==> src/rtl/incubator_pkg.sv <==
// Shared types and default thresholds for the incubator temperature controller.
package incubator_pkg;

   typedef enum logic [2:0] {
      IDLE  = 3'd0,
      HEAT  = 3'd1,
      COOL1 = 3'd2,
      COOL2 = 3'd3,
      COOL3 = 3'd4
   } state_t;

   // Actuator command bundle sent to the heater/cooler drivers.
   typedef struct packed {
      logic       heater;
      logic       cooler;
      logic [3:0] crs;
   } act_t;

   localparam int         T_HEAT_ON_DEF  = 15;
   localparam int         T_HEAT_OFF_DEF = 30;
   localparam int         T_COOL_ON_DEF  = 35;
   localparam int         T_COOL_OFF_DEF = 25;
   localparam int         T_FAST_DEF     = 40;
   localparam int         T_FASTER_DEF   = 45;
   localparam logic [3:0] CRS_1_DEF      = 4'd4;
   localparam logic [3:0] CRS_2_DEF      = 4'd6;
   localparam logic [3:0] CRS_3_DEF      = 4'd8;

endpackage

==> src/rtl/incubator_if.sv <==
// Sensor-to-actuator bundle: signed temperature in, actuator commands out.
interface incubator_if;
   import incubator_pkg::*;

   logic signed [7:0] temperature;
   act_t              act;

   // master: sensor side driving temperature; slave: the controller.
   modport master (output temperature, input act);
   modport slave  (input temperature, output act);

endinterface

==> src/rtl/incubator_core.sv <==
// Moore FSM with hysteresis mapping chamber temperature to heater/cooler commands.
// Latency: one clock from sampled temperature to updated actuator outputs.
// Backpressure: none; temperature is sampled unconditionally every clock.
module incubator_core
   import incubator_pkg::*;
#(
   parameter int         T_HEAT_ON  = T_HEAT_ON_DEF,
   parameter int         T_HEAT_OFF = T_HEAT_OFF_DEF,
   parameter int         T_COOL_ON  = T_COOL_ON_DEF,
   parameter int         T_COOL_OFF = T_COOL_OFF_DEF,
   parameter int         T_FAST     = T_FAST_DEF,
   parameter int         T_FASTER   = T_FASTER_DEF,
   parameter logic [3:0] CRS_1      = CRS_1_DEF,
   parameter logic [3:0] CRS_2      = CRS_2_DEF,
   parameter logic [3:0] CRS_3      = CRS_3_DEF
) (
   input  logic      clk,
   input  logic      reset,
   incubator_if.slave bus
);

   state_t state;
   state_t nxt;

   // Stop-to-IDLE wins over speed changes; up-steps win over down-steps.
   function automatic state_t next_state(input state_t s, input logic signed [7:0] t);
      state_t n;
      n = s;
      case (s)
         IDLE: begin
            if (t < T_HEAT_ON)       n = HEAT;
            else if (t > T_COOL_ON)  n = COOL1;
         end
         HEAT: begin
            if (t >= T_HEAT_OFF)     n = IDLE;
         end
         COOL1: begin
            if (t < T_COOL_OFF)      n = IDLE;
            else if (t > T_FAST)     n = COOL2;
         end
         COOL2: begin
            if (t < T_COOL_OFF)      n = IDLE;
            else if (t > T_FASTER)   n = COOL3;
            else if (t < T_COOL_ON)  n = COOL1;
         end
         COOL3: begin
            if (t < T_COOL_OFF)      n = IDLE;
            else if (t < T_FAST)     n = COOL2;
         end
         default:                    n = IDLE;
      endcase
      return n;
   endfunction

   function automatic act_t decode(input state_t s);
      act_t a;
      a = '0;
      case (s)
         HEAT:    a.heater = 1'b1;
         COOL1:   begin a.cooler = 1'b1; a.crs = CRS_1; end
         COOL2:   begin a.cooler = 1'b1; a.crs = CRS_2; end
         COOL3:   begin a.cooler = 1'b1; a.crs = CRS_3; end
         default: a = '0;
      endcase
      return a;
   endfunction

   always_comb begin
      nxt = next_state(state, bus.temperature);
   end

   // Outputs are registered from the next state so they always equal decode(state).
   always_ff @(posedge clk or negedge reset) begin
      if (!reset) begin
         state   <= IDLE;
         bus.act <= '0;
      end else begin
         state   <= nxt;
         bus.act <= decode(nxt);
      end
   end

endmodule

==> src/rtl/incubator.sv <==
// Incubator chamber temperature controller: heater, cooler and cooler speed.
// Latency: outputs reflect a temperature one rising edge after it is sampled.
// Backpressure: none; free-running sample every clock, async active-low reset.
module incubator
   import incubator_pkg::*;
#(
   parameter int         T_HEAT_ON  = T_HEAT_ON_DEF,
   parameter int         T_HEAT_OFF = T_HEAT_OFF_DEF,
   parameter int         T_COOL_ON  = T_COOL_ON_DEF,
   parameter int         T_COOL_OFF = T_COOL_OFF_DEF,
   parameter int         T_FAST     = T_FAST_DEF,
   parameter int         T_FASTER   = T_FASTER_DEF,
   parameter logic [3:0] CRS_1      = CRS_1_DEF,
   parameter logic [3:0] CRS_2      = CRS_2_DEF,
   parameter logic [3:0] CRS_3      = CRS_3_DEF
) (
   input  logic signed [7:0] temperature,
   input  logic              clk,
   input  logic              reset,
   output logic              heater,
   output logic              cooler,
   output logic [3:0]        crs
);

   incubator_if bus ();

   assign bus.temperature = temperature;
   assign heater          = bus.act.heater;
   assign cooler          = bus.act.cooler;
   assign crs             = bus.act.crs;

   incubator_core #(
      .T_HEAT_ON  (T_HEAT_ON),
      .T_HEAT_OFF (T_HEAT_OFF),
      .T_COOL_ON  (T_COOL_ON),
      .T_COOL_OFF (T_COOL_OFF),
      .T_FAST     (T_FAST),
      .T_FASTER   (T_FASTER),
      .CRS_1      (CRS_1),
      .CRS_2      (CRS_2),
      .CRS_3      (CRS_3)
   ) u_core (
      .clk   (clk),
      .reset (reset),
      .bus   (bus.slave)
   );

endmodule

==> config.mk <==
export PLATFORM = sky130hd
export DESIGN_NAME = incubator
export DESIGN_NICKNAME = d
export VERILOG_FILES = /design/src/rtl/incubator_pkg.sv /design/src/rtl/incubator_if.sv /design/src/rtl/incubator_core.sv /design/src/rtl/incubator.sv
export SDC_FILE = /design/constraint.sdc
export NUM_CORES = 1
export LEC_CHECK = 0
export CORE_AREA = 2 2 39 41
export CTS_CLUSTER_DIAMETER = 200
export DETAILED_ROUTE_END_ITERATION = 6
export DIE_AREA = 0 0 41 43
export GPL_ROUTABILITY_DRIVEN = 0
export PLACE_DENSITY_LB_ADDON = 0.15
export SYNTH_ARGS = -nofsm -noshare
export SYNTH_HDL_FRONTEND = slang
export SYNTH_SLANG_ARGS = --single-unit
==> constraint.sdc <==
create_clock -name clk -period 1.4 [get_ports clk]
set_input_delay 0.14 -clock clk [delete_from_list [all_inputs] [get_ports clk]]
set_output_delay 0.14 -clock clk [all_outputs]
set_load 0.02 [all_outputs]
## Word level (Yosys, flattened, before mapping)

Cells that the tools add are included.

- Magnitude comparators: 8
- Equality and inequality tests: 8
- Multiplexer cells: 13
- Reductions and logical operators: 1

Operators by type and width:

| kind | count |
|---|---|
| $mux 3 | 10 |
| $gt 8x7->1 const B | 3 |
| $lt 8x7->1 const B | 2 |
| $pmux 3 s5 | 1 |
| $pmux 5 s3 | 1 |
| $eq 3x2->1 const B | 4 |
| $ge 8x6->1 const B | 1 |
| $lt 8x5->1 const B | 1 |
| $lt 8x6->1 const B | 1 |
| $eq 3x1->1 const B | 2 |
| $eq 3x3->1 const B | 2 |
| $logic_not 3->1 | 1 |
| $mux 1 | 1 |

- Register bits after elaboration: 9
- Input port bits: 10
- Output and inout port bits: 6

## Longest topological paths before layout

Gate-level depths: netlist of the first run.

- Depth after elaboration: 7
- Depth in mapped cells: 6
- Depth with buffers taken out: 5

## Least setup slack after synthesis of the first run

OpenSTA, ideal clock, no wires.

- Path kind: reg-to-reg
- Start: reg u_core.state[2]
- End: reg, netlist name u_core.bus.act[4]
- Arrival: 1122 ps
- Slack: 206 ps
- Stages on the path, launching flop included: 6
- Clock period less this slack: 1194 ps
- Path through: dfrtp_1 nor2b_1 nand2_1 o31ai_1 nor3_1 nor2_1

- Cells in the longest elaborated chain, start to end: 6
- Elaborated cells on any way between the ends: 20
- Classes of those cells: eq/ne: 7; mux: 12; reduce/logical: 1

RTL lines:

| item | line | text |
|---|---|---|
| from (decl) | incubator_core.sv:22 | `state_t state;` |
| from (signal assigned) | incubator_core.sv:78 | `state <= nxt;` |
| $mux 3 | incubator_core.sv:44 | `else if (t < T_COOL_ON) n = COOL1;` |
| $mux 3 | incubator_core.sv:43 | `else if (t > T_FASTER) n = COOL3;` |
| $mux 3 | incubator_core.sv:42 | `if (t < T_COOL_OFF) n = IDLE;` |
| $pmux 3 s5 * | incubator_core.sv:29 | `case (s)` |
| net u_core.nxt[2] | incubator_core.sv:23 | `state_t nxt;` |
| $eq 3x3->1 or $eq 3x2->1 (tied branches) | incubator_core.sv:58 | `case (s)` |
| $pmux 5 s3 * | incubator_core.sv:58 |  |

Mark *: on every way through the listed nets, which the timed path passes. The rest lies on a longest branch.

## Worst setup path after layout of the first run

- Start: in temperature[7]
- End: reg u_core.state[0]

- Cells in the longest elaborated chain, start to end: 5
- Elaborated cells on any way between the ends: 19
- Classes of those cells: order compare: 8; mux: 11

RTL lines:

| item | line | text |
|---|---|---|
| from (decl) | incubator.sv:17 | `input logic signed [7:0] temperature,` |
| $lt 8x7->1 | incubator_core.sv:44 |  |
| $mux 3 | incubator_core.sv:44 |  |
| $mux 3 | incubator_core.sv:43 |  |
| $mux 3 | incubator_core.sv:42 |  |
| $pmux 3 s5 * | incubator_core.sv:29 |  |
| net u_core.nxt[0] | incubator_core.sv:23 |  |

Marks and branches as above.

==> results of run 1 <==
==> power by group through the flow <==
stage	Clock, W	Sequential (W)	Combinational, W
6_report	0.000165	0.000283	0.000296
5_1_grt	0.000180	0.000286	0.000325
2_1_floorplan	0	0.000313	0.000116
3_3_place_gp	0	0.000286	0.000291
4_1_cts	0.000173	0.000283	0.000287
3_5_place_dp	0	0.000287	0.000290
==> layout make-up <==
class	instances	area share (%)
Clock buffer	3	2.830
Multi-Input combinational cell	44	36.79
Tap cell	16	2.516
Sequential cell	8	25.16
Inverter	2	0.9434
Timing Repair Buffer	30	31.76
==> worst max-delay path, cell delays in order <==
cell and delay, ps:
clkdlybuf4s50_1 410, o21bai_2 220, o211ai_1 240, o21bai_4 170
o311ai_2 110, or2_1 240
==> placed cells by master, fill, tap and decap left out <==
cell | netlist | routed
buf_4 | 2 | 16
clkdlybuf4s50_1 | 0 | 8
dfrtp_1 | 8 | 8
nor2_1 | 8 | 7
nand2_1 | 6 | 6
dlygate4sd2_1 | 0 | 6
nor3_1 | 4 | 4
nand3_1 | 3 | 3
clkbuf_4 | 0 | 3
inv_1 | 2 | 2
o211ai_1 | 2 | 2
a21oi_2 | 1 | 2
o21a_1 | 2 | 2
o31ai_1 | 2 | 2
a21oi_1 | 2 | 1
nor2_2 | 0 | 1
a211oi_1 | 1 | 1
o21bai_2 | 0 | 1
nor2b_1 | 1 | 1
a31o_2 | 1 | 1
nor4_2 | 0 | 1
o21bai_4 | 0 | 1
o31a_1 | 1 | 1
o2111ai_2 | 1 | 1
o311ai_2 | 1 | 1
or2_1 | 1 | 1
nor4_1 | 2 | 1
o21ai_0 | 1 | 1
o2111ai_1 | 1 | 1
conb_1 | 1 | 1
==> how the worst max path moves through the flow <==
| stage | start | to | slack [ps] | cells past startpoint |
|---|---|---|---|---|
| finish | temperature[7] | u_core.state[0]$_DFF_PN0_ | -4 | 6 |
| global route | temperature[7] | u_core.state[0]$_DFF_PN0_ | -30 | 6 |
| CTS | temperature[7] | u_core.state[0]$_DFF_PN0_ | 10 | 6 |
| detailed placement | temperature[1] | u_core.state[0]$_DFF_PN0_ | -330 | 6 |
| global placement | temperature[3] | u_core.state[0]$_DFF_PN0_ | -360 | 6 |
| floorplan | u_core.state[2]$_DFF_PN0_ | u_core.bus.act[4]$_DFF_PN0_ | 210 | 5 |
==> metal layers <==
layer / part of all wire, % / vias up
li1: - / 270
met2: 55 / 22
met5: 0 / -
met1: 39 / 262
met3: 4.3 / 4
met4: 2.4 / 0
==> cell families (layout without fill, tap and decap cells) <==
| group | after synthesis | after routing | share of synthesized area (%) |
|---|---|---|---|
| simple gates | 25 | 25 | 22.84 |
| compound gates | 18 | 18 | 30.20 |
| flops | 8 | 8 | 40.61 |
| buf+inv | 5 | 35 | 5.582 |
| other cells | 1 | 1 | 0.7607 |
==> metrics by stage <==
stage / area (µm²) / hold WS [ps]
final: 795.8 / 161.5
after global routing: 795.8 / 189.4
after CTS: 774.5 / 169.7
after detailed placement: 753.2 / 433.1
after global placement: 753.2 / 431.5
after floorplan: 493.0 / -155.6
==> repair_timing <==
action | CTS | global route
hold buffers | 0 | 0
endpoints found under the setup margin | 4 | 4
pin swaps | 4 | 1
gates resized for setup | 7 | 4
==> sequential cells by signal, summed over array words and instances, names as in the netlist <==
| register | count |
|---|---|
| u_core.state | 3 |
| u_core.bus.act | 5 |
==> results_dict.tcl, run 1 <==
set metrics [dict create \
    outcome "finished with violations" \
    violations "negative setup slack" \
    drc 0 \
    finalSetupTns_ps -4.480 \
    yosysTopAreaCell "dfrtp_1" \
    grt_max_degree 9 \
    yosysSeqAreaShare_pct 40.61 \
    met1_usage_pct 20.90 \
    antenna_found_initial 0 \
    met2_usage_pct 27.50 \
    drtPass1Iterations 4 \
    finalHoldViolCount 0 \
    nNetsFinal 99 \
    postSynthCellCount 57 \
    fin_crit_sh_pct 100.3 \
    start_util_pct 35.62 \
    grt-ovfl-total 0 \
    synth_top_area_share_pct 40.61 \
    pre_cts_ws_ps -326.6 \
    die_x_um 41 \
    ys_async_sr_fraction_pct 100.0 \
    syn_nets 67 \
    num_antenna_cells 0 \
    clk_pin_slew_ps 50 \
    nFillCells 140 \
    power_w 0.0007433 \
    ys_ff_latch 8 \
    use_met3_pct 1.571 \
    switching_power_w 0.0002380 \
    synth_cell_types 25 \
    hold_path.class "input port to asynchronous set/reset pin" \
    grt-busiest-layer "met2" \
    p_sw_share_pct 32.02 \
    finClkSkew_ps 1.241 \
    start_kind "input port" \
    intPower_w 0.0005053 \
    final_max_slew_viol_count 0 \
    dp.cells 100 \
    synthFlopType "dfrtp_1" \
    clk_latency_ps 240 \
    synth-edff-count 0 \
    p_clk_share_pct 22.1 \
    ff2ff_setup_slack_ps 90 \
    tritoncts "built" \
    grt_pass1_wl_mm 2.125 \
    die_height_um 43 \
    finalSetupViolCount 1 \
    grt_pass1_vias 536 \
    die_area_um2 1763 \
    seqPwrFrac_pct 38.1 \
    ios 16 \
    synth_warnings 0 \
    grt_usage_pct 17.37 \
    synth_area_um2 493.0 \
    row_count 14 \
    drive_above_1_share_pct 32.18 \
    dr.first_iter.drc_count 12 \
    syn_area_per_cell_um2 8.649 \
    crit_path_end_kind "flop" \
    critPathMaxFanout 3 \
    r2r-start "u_core.state[1]$_DFF_PN0_" \
    combPwrFrac_pct 39.8 \
    yosys-top-cells-area "dfrtp_1 (41%), nor2_1 (6.1%), nand2_1 (4.6%)" \
    antenna_left 0 \
    p_per_area_nw_per_um2 934.1 \
    layout_min_cycle_time_ps 1404 \
    fmax_ghz 0.7120 \
    seq_area_um2 200.2 \
    postCtsSetupRepairBufs 0 \
    wl_mm 1.267 \
    worst_slack_ps -4.480 \
    critical_path_class "input port to flop" \
    multiInputGateArea_um2 292.8 \
    cts_buffer_depth 2 \
    p_leak_nw 0.3533 \
    reg2regPathDepth 6 \
    core_area_um2 1384 \
    worst_ep_required_time_ps 1530 \
    vias 558 \
    cts.htree.levels 1 \
    cts.sinks 8 \
    clockRootBuffer "clkbuf_4" \
    fin_util_pct 57.50 \
    via_per_inst 5.417 \
    max-vdd-ir-drop_uv 299.3 \
    wl_per_cell_um 12.30 \
    hpwl_mm 1.011 \
    syn2layout_area_growth_pct 61.42 \
    maxCapViolations 0 \
    port_buffers 14 \
    synthTopCellsByCount "dfrtp_1 (8), nor2_1 (8), nand2_1 (6)" \
    rsz0062_at_grt "yes" \
    cts_buffers 3 \
    cp.arrival_ps 1530 \
    final_cells 103 \
    rr_endpoint "u_core.bus.act[4]$_DFF_PN0_" \
]
No activity file was read; power rests on OpenSTA's default activity.
==> run 2: changes to the inputs <==
--- a/config.mk
+++ b/config.mk
@@ -5,12 +5,12 @@
 export SDC_FILE = /design/constraint.sdc
 export NUM_CORES = 1
 export LEC_CHECK = 0
-export CORE_AREA = 2 2 39 41
+export ABC_AREA = 1
+export CORE_UTILIZATION = 45
 export CTS_CLUSTER_DIAMETER = 200
 export DETAILED_ROUTE_END_ITERATION = 6
-export DIE_AREA = 0 0 41 43
 export GPL_ROUTABILITY_DRIVEN = 0
-export PLACE_DENSITY_LB_ADDON = 0.15
+export PLACE_DENSITY = 0.71
 export SYNTH_ARGS = -nofsm -noshare
 export SYNTH_HDL_FRONTEND = slang
 export SYNTH_SLANG_ARGS = --single-unit
==> run 2 against run 1 <==
Effect of this change: the flow finishes with violations (design-rule violations); clock power is 8% higher; synthesized cell count is 82% higher; die area is 13% lower; power is 30% higher; final area is 14% higher; critical endpoint is now u_core.bus.act[1]$_DFF_PN0_; fmax is 5.3% higher; sequential share of layout area is 2.9 points lower; sequential power is 27% higher; global-route usage is 7.5 points higher; largest power group unchanged; critical path type unchanged; clock skew is 3.4 ps higher; utilization is 13 points higher; highest routed layer unchanged; register-to-register slack better by 20 ps.
==> results_dict.tcl, run 2 <==
set metrics [dict create \
    largest-register "u_core.bus.act" \
    max-vdd-ir-drop_uv 534.7 \
    syn_area_per_cell_um2 5.967 \
    violations "design-rule violations" \
    cts.htree.levels 1 \
    port_buffers 14 \
    fmax_ghz 0.7498 \
    grt_max_degree 9 \
    r2r-start "u_core.state[0]$_DFF_PN0_" \
    layout_min_cycle_time_ps 1334 \
    wl_mm 1.643 \
    p_clk_share_pct 18.5 \
    synthTopCellsByCount "nand2_1 (37), nor2_1 (16), inv_1 (11)" \
    syn_nets 114 \
    drive_above_1_share_pct 25.60 \
    tritoncts "built" \
    clockRootBuffer "clkbuf_4" \
    outcome "finished with violations" \
    grt_pass1_wl_mm 2.566 \
    drtPass1Iterations 7 \
    critPathMaxFanout 4 \
    cts_hold_buffers 0 \
    switching_power_w 0.0003773 \
    p_leak_nw 0.5336 \
    p_sw_share_pct 39.19 \
    postCtsSetupRepairBufs 0 \
    fin_crit_sh_pct 95.26 \
    postSynthCellCount 104 \
    ios 16 \
    antenna_left 0 \
    worst_ep_required_time_ps 1550 \
    clk_pin_slew_ps 50 \
    grt_pass1_vias 649 \
    crit_path_end_kind "flop" \
    final_cell_mix "nand2_1 (36), nor2_1 (12), inv_1 (10)" \
    synth_cell_types 17 \
    die_area_um2 1532 \
    start_util_pct 48.30 \
    final_cell_area_um2 904.6 \
    syn2layout_area_growth_pct 45.77 \
    p_per_area_nw_per_um2 1064 \
    synth_top_area_share_pct 32.26 \
    combPwrFrac_pct 44.3 \
    power_w 0.0009627 \
    nNetsFinal 137 \
    num_antenna_cells 0 \
    yosysTopAreaCell "dfrtp_1" \
    dr.first_iter.drc_count 28 \
    drc 2 \
    seqPwrFrac_pct 37.2 \
    critical_path_class "input port to flop" \
    wl_per_cell_um 11.74 \
    finalHoldViolCount 0 \
    grt_usage_pct 24.82 \
    placed_cell_area_um2 809.5 \
    cts_buffers 3 \
    hpwl_mm 1.235 \
    synth-edff-count 0 \
    cts.sinks 8 \
    largestRegisters "u_core.bus.act: 5 flops, u_core.state: 3 flops" \
    ff2ff_setup_slack_ps 110 \
    synth_warnings 0 \
    grt-ovfl-total 0 \
    synth_area_um2 620.6 \
    post-synth-top-count-cell "nand2_1" \
    via_per_inst 5.071 \
    row_count 13 \
    rsz0062_at_grt "yes" \
    yosysSeqAreaShare_pct 32.26 \
    synthFlopType "dfrtp_1" \
    core_area_um2 1285 \
    hold_path.class "input port to asynchronous set/reset pin" \
    die_x_um 39.14 \
    final_max_slew_viol_count 0 \
    die_height_um 39.14 \
    intPower_w 0.0005854 \
    antenna_found_initial 0 \
    cp.arrival_ps 1490 \
    ys_async_sr_fraction_pct 100.0 \
    rr_endpoint "u_core.bus.act[1]$_DFF_PN0_" \
    reg2regPathDepth 7 \
    yosys-top-cells-area "dfrtp_1 (32%), nand2_1 (22%), nor2_1 (9.7%)" \
    finalSetupViolCount 0 \
    maxCapViolations 0 \
    ys_ff_latch 8 \
    cts_buffer_depth 2 \
    start_kind "input port" \
    finClkSkew_ps 4.612 \
    largest_register_ffs 5 \
    clk_latency_ps 260 \
    vias 710 \
    layout_commonest_cell "nand2_1" \
]
## run 2: logic make-up after synthesis
group	after synthesis	synth area share (%)
AO/OA/AOI/OAI	6	6.653
buffers and inverters	17	10.89
flip-flops	8	32.26
other	1	0.6043
AND/OR/NAND/NOR	72	49.60
## run 2: stage by stage
stage          instances  hold WS [ps]  setup WS [ps]  utilization [%]  setup TNS [ps]
6_report             140         154.8          66.32            70.40               0
5_1_grt              140         167.3         -25.60            70.40          -47.38
4_1_cts              140         163.7          7.228            64.75               0
3_5_place_dp         137         436.8         -272.6            63.00           -1339
3_3_place_gp         137         426.2         -233.4            63.00           -1097
2_1_floorplan        104        -155.6          234.8                -               0
## run 2: worst max-delay path by stage
stage / depth (start not counted) / startpoint / to / slack (ps)
global route: 10 / temperature[4] / u_core.bus.act[5]$_DFF_PN0_ / -30
global placement: 11 / temperature[6] / u_core.bus.act[1]$_DFF_PN0_ / -230
floorplan: 6 / u_core.state[0]$_DFF_PN0_ / u_core.bus.act[5]$_DFF_PN0_ / 230
finish: 12 / temperature[4] / u_core.bus.act[1]$_DFF_PN0_ / 70
CTS: 11 / temperature[6] / u_core.bus.act[1]$_DFF_PN0_ / 7
detailed placement: 11 / temperature[6] / u_core.bus.act[1]$_DFF_PN0_ / -270
## run 2: cell type report
cell class	count	area, µm²
clock buffers	3	22.52
inverters	16	60.06
repair buffers	19	195.2
multi-input cells	79	406.6
fillers	107	380.4
flip-flops and latches	8	201.4
well taps	15	18.77
## run 2: worst max-delay path, stage by stage
cell and delay [ps]:
clkdlybuf4s50_1 500, inv_2 70, nand2_1 80, nor2_1 50, nand2_1 70, nand3_2 120, nand2_1 100, nand2_1 80
nor2_2 100, nand2_2 70, nand2_1 70, inv_1 40
## run 2: power by group through the flow
stage | sequential, W | clock (W) | combinational [W]
after floorplan | 0.000377 | 0 | 0.000186
after global placement | 0.000339 | 0 | 0.000384
after detailed placement | 0.000342 | 0 | 0.000391
after CTS | 0.000339 | 0.000179 | 0.000391
after global routing | 0.000369 | 0.000194 | 0.000472
final | 0.000358 | 0.000178 | 0.000426
## run 2: repair_timing
item                                   4_1_cts  5_1_grt
pin swaps                                    1        2
endpoints found under the hold margin        0        0
gates cloned                                 0        0
gates resized for setup                      0       22
setup endpoints to repair                    1        5
## run 2: routing by layer
metal,share of wire [%],global-route usage (%)
met5,0,0
met4,1.1,6.034
met3,3.9,6.936
met2,49,40.83
met1,46,31.58
